`src/rtl/cnot_seq_pkg.sv`:
```
// rtl/cnot_seq_pkg.sv - shared types and helpers for the CNOT cascade sequencer
package cnot_seq_pkg;

  typedef enum logic [1:0] {
    IDLE = 2'd0,
    RUN  = 2'd1,
    DONE = 2'd2
  } state_t;

  // Program entries are stored at a fixed index width so the struct can live
  // here; narrower line indices are zero-extended on write.
  localparam int MAX_IDX_W = 8;

  typedef struct packed {
    logic [MAX_IDX_W-1:0] ctrl;
    logic [MAX_IDX_W-1:0] tgt;
  } entry_t;

  function automatic logic entry_illegal(input entry_t e, input int width);
    return (e.ctrl == e.tgt) || (int'(e.ctrl) >= width) || (int'(e.tgt) >= width);
  endfunction

endpackage

```
`src/rtl/cnot_apply.sv`:
```
// rtl/cnot_apply.sv - single combinational CNOT step: work[tgt] ^= work[ctrl]
module cnot_apply
  import cnot_seq_pkg::*;
#(
  parameter int WIDTH = 8
) (
  input  logic [WIDTH-1:0] work,
  input  entry_t           op,
  output logic [WIDTH-1:0] work_next,
  output logic             illegal
);

  logic ctrl_bit;

  // Indices are matched by loop so out-of-range values never form a select.
  always_comb begin
    illegal   = entry_illegal(op, WIDTH);
    ctrl_bit  = 1'b0;
    work_next = work;
    for (int i = 0; i < WIDTH; i++) begin
      if (int'(op.ctrl) == i) ctrl_bit = work[i];
    end
    for (int i = 0; i < WIDTH; i++) begin
      if (!illegal && int'(op.tgt) == i) work_next[i] = work[i] ^ ctrl_bit;
    end
  end

endmodule

```
`src/rtl/cnot_sequencer.sv`:
```
// rtl/cnot_sequencer.sv - program memory and control for forward/reverse CNOT cascades
module cnot_sequencer
  import cnot_seq_pkg::*;
#(
  parameter int WIDTH      = 8,
  parameter int PROG_DEPTH = 16,
  parameter int IDX_W      = $clog2(WIDTH),
  parameter int AW         = $clog2(PROG_DEPTH),
  parameter int LW         = $clog2(PROG_DEPTH + 1)
) (
  input  logic             clk,
  input  logic             rst,
  input  logic             prog_we,
  input  logic [AW-1:0]    prog_addr,
  input  logic [IDX_W-1:0] prog_ctrl,
  input  logic [IDX_W-1:0] prog_tgt,
  input  logic [LW-1:0]    prog_len,
  input  logic             start,
  input  logic             reverse,
  input  logic [WIDTH-1:0] data_in,
  output logic             busy,
  output logic             out_valid,
  input  logic             out_ready,
  output logic [WIDTH-1:0] data_out,
  output logic             err,
  output logic [LW-1:0]    op_count
);

  state_t           state, state_d;
  entry_t           mem [PROG_DEPTH];
  entry_t           op;
  logic [AW-1:0]    pc;
  logic [LW-1:0]    len_q;
  logic [LW-1:0]    len_eff;
  logic             rev_q;
  logic [WIDTH-1:0] work;
  logic [WIDTH-1:0] work_next;
  logic             illegal;
  logic             start_ok;
  logic             last_op;

  assign len_eff  = (prog_len > LW'(PROG_DEPTH)) ? LW'(PROG_DEPTH) : prog_len;
  assign start_ok = (state == IDLE) && start;
  assign last_op  = (op_count + LW'(1)) == len_q;
  assign op       = mem[pc];

  cnot_apply #(.WIDTH(WIDTH)) u_apply (
    .work      (work),
    .op        (op),
    .work_next (work_next),
    .illegal   (illegal)
  );

  // Program is writable only in IDLE so a run always sees a stable cascade.
  always_ff @(posedge clk) begin
    if (prog_we && state == IDLE) begin
      mem[prog_addr] <= '{ctrl: MAX_IDX_W'(prog_ctrl), tgt: MAX_IDX_W'(prog_tgt)};
    end
  end

  always_ff @(posedge clk or posedge rst) begin
    if (rst) state <= IDLE;
    else     state <= state_d;
  end

  always_comb begin
    state_d = state;
    case (state)
      IDLE: if (start) state_d = (len_eff == '0) ? DONE : RUN;
      RUN:  if (last_op) state_d = DONE;
      DONE: if (out_ready) state_d = IDLE;
      default: state_d = IDLE;
    endcase
  end

  always_ff @(posedge clk or posedge rst) begin
    if (rst) begin
      work     <= '0;
      err      <= 1'b0;
      op_count <= '0;
      pc       <= '0;
      len_q    <= '0;
      rev_q    <= 1'b0;
    end else if (start_ok) begin
      work     <= data_in;
      len_q    <= len_eff;
      rev_q    <= reverse;
      pc       <= reverse ? AW'(len_eff - LW'(1)) : '0;
      err      <= 1'b0;
      op_count <= '0;
    end else if (state == RUN) begin
      work     <= work_next;
      err      <= err | illegal;
      op_count <= op_count + LW'(1);
      pc       <= rev_q ? pc - AW'(1) : pc + AW'(1);
    end
  end

  assign busy      = (state != IDLE);
  assign out_valid = (state == DONE);
  assign data_out  = work;

endmodule

```
`config.mk`:
```
export PLATFORM = sky130hd
export DESIGN_NAME = cnot_sequencer
export DESIGN_NICKNAME = d
export VERILOG_FILES = /design/src/rtl/cnot_seq_pkg.sv /design/src/rtl/cnot_apply.sv /design/src/rtl/cnot_sequencer.sv
export SDC_FILE = /design/constraint.sdc
export NUM_CORES = 1
export LEC_CHECK = 0
export ABC_AREA = 1
export CORE_MARGIN = 5
export CORE_UTILIZATION = 42
export CTS_CLUSTER_DIAMETER = 80
export DETAILED_ROUTE_END_ITERATION = 12
export PLACE_DENSITY = 0.65
export SKIP_LAST_GASP = 1
export SYNTH_ARGS = -nofsm -noshare
export SYNTH_HDL_FRONTEND = slang
export SYNTH_HIERARCHICAL = 1
export SYNTH_SLANG_ARGS = --single-unit
```
`constraint.sdc`:
```
create_clock -name clk -period 2.75 [get_ports clk]
set_input_delay 0.55 -clock clk [delete_from_list [all_inputs] [get_ports clk]]
set_output_delay 0.55 -clock clk [all_outputs]
set_load 0.005 [all_outputs]
```
After elaboration in Yosys (flattened, before gate mapping). Memories as Yosys holds them, arrays and structs flattened. Cells that the tools add are included. Widths: inputs -> output; s select.

Memories kept: 1. Output and inout port bits: 16. Memory bits (writable): 96. Input port bits: 29. Flip-flop bits (word level): 26. Logic and storage cells: 122.

Memory list: mem (depth 16, bits a word 6, read ports 1, clocked after Yosys merged registers in 0, wr ports 1, RTL line cnot_sequencer.sv:30) `entry_t mem [PROG_DEPTH];`.

Bitwise gates (word level): 9. Magnitude comparators: 3. Reductions and logical operators: 36. Eq/ne operators: 21. Add/sub/neg operators: 4. Mux-type cells: 34.

Operators by type and width (count): $eq 8x4->1 const B (8); $eq 8x3->1 const B (4); $mux 1 (20); $reduce_bool 2->1 (10); $eq 8x2->1 const B (2); $ge 8x4->1 const B (2); $logic_not 8->1 (2); $mux 4 (4); $mux 8 (2); $reduce_and 2->1 (8); $mux 5 (3); $logic_and 1x1->1 (10); $eq 8x8->1 (1); $mux 2 (4); $sub 4x1->4 const B (2); $xor 1x1->1 (8); $pmux 2 s3 (1); $add 5x1->5 const B (1); $eq 5x5->1 (1); $gt 5x5->1 const B (1); $logic_not 5->1 (1); $add 4x1->4 const B (1); $ne 2x2->1 const B (2); $reduce_and 3->1 (1); other kinds (7) (8).

Longest topological paths before layout. An unclocked memory read counts as a cell.

Word-level depth: 14. Mapped depth: 20. Gate-level depth less buffers: 18.

By module. Netlist, hierarchy kept.

Modules (own cells, without submodules): cnot_sequencer (instances 1, area each 5265.0 um^2, cells an instance 474, sequential area each 3533.4 um^2); cnot_apply (instances 1, area each 499.2 um^2, cells an instance 110, sequential area each 0.0 um^2).

Least setup slack after synthesis. No wires, ideal clock.

Path kind: flip-flop to flip-flop. From: reg pc[0]. To: reg work[7] (netlist: data_out[7]). Period minus slack after synthesis: 2248 ps. Data required time: 2626 ps. Stages on the path, launching flop included: 20. Slack: 502 ps. Setup time: 124 ps. Arrival: 2125 ps. Path buffers: 3. Cells stage by stage: dfrtp_1 buf_4 buf_6 nor2_1 o22ai_1 o211ai_1 nand2_1 inv_2 nand2_1 nor2_1 nor2_1 nand2_1 nand3_2 nor2_4 buf_6 nand3_1 nand2_1 nand2_1 nand2_1 nand3_1.

RTL lines: start, declared (RTL line cnot_sequencer.sv:32) `logic [AW-1:0] pc;`; start signal, assigned (RTL line cnot_sequencer.sv:88) `pc <= reverse ? AW'(len_eff - LW'(1)) : '0;`; start signal, assigned (RTL line cnot_sequencer.sv:95) `pc <= rev_q ? pc - AW'(1) : pc + AW'(1);`; end signal, assigned (RTL line cnot_sequencer.sv:85) `work <= data_in;`; end signal, assigned (RTL line cnot_sequencer.sv:92) `work <= work_next;`; end, declared (RTL line cnot_sequencer.sv:36) `logic [WIDTH-1:0] work;`.

==> results.yml <==
run_status:
  outcome: "complete, no violations"
clock_tree:
  cts.sinks: 122
  clock_latency_ns: 0.41
  cts_buffers: 17
  cts_max_level: 4
  cts.path.max_buffers: 2
  clk_pin_slew_ns: 0.06
  root_buffer: "clkbuf_16"
  cts_tree: "done"
logic_synthesis:
  synth_warnings: 6
  syn_area_um2: 5760
  synth_edf_count: 96
  ys_seq_area_share_pct: 61.3
  postSynthCellCount: 584
  synth-async-reset-ratio_pct: 21.3
  synth_ff_type: "edfxtp_1"
  synth.avg_cell_area_um2: 9.87
  ys_ff_latch: 122
  yosysUniqueCellTypes: 35
cells_and_area:
  diodes: 0
  final_design_area_no_fill_um2: 7270
  final_nets: 707
  fillCellCount: 1183
  fin_util_pct: 54.5
  final_layout_size_suffix_gt1_share_pct: 12.7
  stdcell_count: 862
  syn2layout_area_growth_pct: 26.1
  layout_common_cells: "120 x nand2_1, 96 x edfxtp_1, 85 x nor2_1, 44 x clkdlybuf4s50_1, 43 x inv_1"
  final_common_cell: "nand2_1"
routing:
  vias: 4513
  first_pass_iters: 5
  drc: 0
  routed_wirelength_um: 14200
  ant_nets: 0
  wl_per_cell_um: 16.5
  dr.first_iter.drc_count: 480
  routed_via_density: 5.24
grt:
  grt_pass1_vias: 4503
  gr-total-overflow: 0
  antenna_found_initial: 0
  grt_max_degree: 50
  grt_util_all_layers_pct: 18.1
  grt_pass1_wl_um: 22800
pwr:
  peakVddDrop_uv: 559
  power_density_nw_per_um2: 1070
  p_leak_uw: 0.00285
setup_path:
  critPathMaxStageDelay_ns: 0.44
  cp-end-kind: "flop"
  cp_max_fo: 49
  cp_cell_sequence: "buf_12 -> o21ai_2 -> o22ai_1 -> o211ai_1 -> nand2_2 -> buf_4 -> nand2_1 -> nor3_1 -> nor2_1 -> nand3_2 -> nor2_4 -> buf_12 -> nand3_1 -> nand2_1 -> nand2_1 -> nand2_1 -> nand3_1"
  cp-start-kind: "flop"
  crit_slowest_cell: "dfrtp_2"
  worstRegToRegCells: 17
  crit_arrival_ns: 2.98
  criticalPathCategory: "flop to flop"
  path_common_cell: "nand2_1"
  worstPathRequired_ns: 3.04
die:
  die_h_um: 127
  dieArea_um2: 16200
  die_w_um: 127
  placementRows: 42
  num_io_pins: 45
  core_area_um2: 13300
  start_util_pct: 43.2
sta:
  finClkSkew_ns: 0.00826
  max_slew_margin_pct: 52.1
  period_share_pct: 97.8
  hold_slack_ns: 0.504
  worst_pin_slew_ns: 0.716
  rsz0062_at_grt: "yes"
  timing.final.crit_period_ns: 2.69
  report.final.slew_viol_count: 0
  hold_viol: 0
  fmax_mhz: 372
  setup_viol: 0
placement:
  hpwlAfterDp_um: 9610
  placed_area_um2: 6580
  place_congestion: 0.859
  dp.cells: 826
  port_buffers: 44
job:
  drv_cap: 0
hold_path:
  hold_path_class: "flop to flop"
  whs_path_depth: 2
## synth_stat cells, types with 2 or more instances
master / n / area (um^2)
nand2_2: 2 / 12.5
edfxtp_1: 96 / 2880
nor2_2: 3 / 18.8
nor2_4: 2 / 22.5
buf_6: 3 / 33.8
clkbuf_1: 2 / 7.51
o21ai_0: 37 / 185
o21ai_1: 27 / 135
dfrtp_1: 26 / 651
nand4_1: 11 / 68.8
xor2_1: 3 / 26.3
buf_2: 13 / 65.1
buf_4: 3 / 22.5
o221ai_1: 17 / 149
nand3_1: 37 / 185
a21oi_1: 5 / 25.0
o211ai_1: 7 / 52.6
inv_1: 45 / 169
nor2_1: 85 / 319
ha_1: 4 / 50.1
nand2_1: 123 / 462
o22ai_1: 11 / 68.8
inv_2: 10 / 37.5
## final timing paths
check / slack (ns) / from / end
worst max-delay path: 0.06 / pc[0] / data_out[2]
worst min-delay path: 0.50 / len_q[0] / len_q[0]
worst max register to register: 0.06 / pc[0] / data_out[2]
worst min register to register: 0.50 / len_q[0] / len_q[0]
max in group asynchronous: 1.95 / rst / pc[0]
min in group asynchronous: 0.52 / rst / pc[3]
## what timing repair did
action | 4_1_cts | 5_1_grt
gates resized for setup | 0 | 13
endpoints found under the setup margin | 0 | 8
buffers inserted | 0 | 3
hold buffers | 0 | 0
## kinds of logic (layout without fill, tap and decap cells)
logic type,after synthesis,after routing,share of synthesized area (%)
DFF,122,122,61.3
and+or+nand+nor,268,268,19.9
AOI/OAI and AO/OA,107,107,11.1
xor gates and xnor gates,3,3,0.456
buffers and inverters,78,160,5.99
other,1,21,0.0651
adders and majority gates,5,5,1.22
## layer usage
layer	vias up	share of wire (%)	global-route usage, %	wire [um]
li1	2195	-	-	-
met1	2147	44	23.4	6280
met2	152	47	28.7	6730
met3	19	6.4	4.92	916
met4	0	2.0	7.51	285
met5	-	0	0	0
## final cells by class
| type | count | area [um^2] | share of cell area, % |
|---|---|---|---|
| multi-input cells | 404 | 1980 | 27.3 |
| inverters | 57 | 219 | 3.01 |
| clock inverters | 14 | 173 | 2.37 |
| well taps | 176 | 220 | 3.03 |
| clock buffers | 18 | 429 | 5.90 |
| repair buffers | 71 | 711 | 9.77 |
| flip-flops and latches | 122 | 3530 | 48.6 |
## stage by stage
stage / power (uW) / TNS, ns / setup WS [ns]
finish: 7770 / 0 / 0.0609
detailed placement: 5370 / 0 / 0.0945
CTS: 7630 / 0 / 0.0545
global placement: 5260 / 0 / 0.186
global route: 8300 / -0.537 / -0.106
floorplan: 4390 / 0 / 0.502
## worst max-delay path: cells and delay by family, from the launching register on
family                 cells  cell delay [ns]
buffers and inverters      3             0.50
AND/OR/NAND/NOR           11             1.03
AO/OA/AOI/OAI              3             0.58
flip-flops                 1             0.44
## state kept, by name, summed over array words and instances, names as in the netlist
name and flops:
op_count 5, rev_q 1, err 1, state 2, mem 96, data_out 8
pc 4, len_q 5
## report_power, final
part / switching (uW) / leakage [uW] / internal [uW] / total (uW)
clock: 824 / 0.000287 / 1430 / 2250
combinational: 1930 / 0.00137 / 1170 / 3090
sequential: 225 / 0.00119 / 2200 / 2420
total: 2980 / 0.00285 / 4790 / 7770
(Power assumes the default switching activity.)
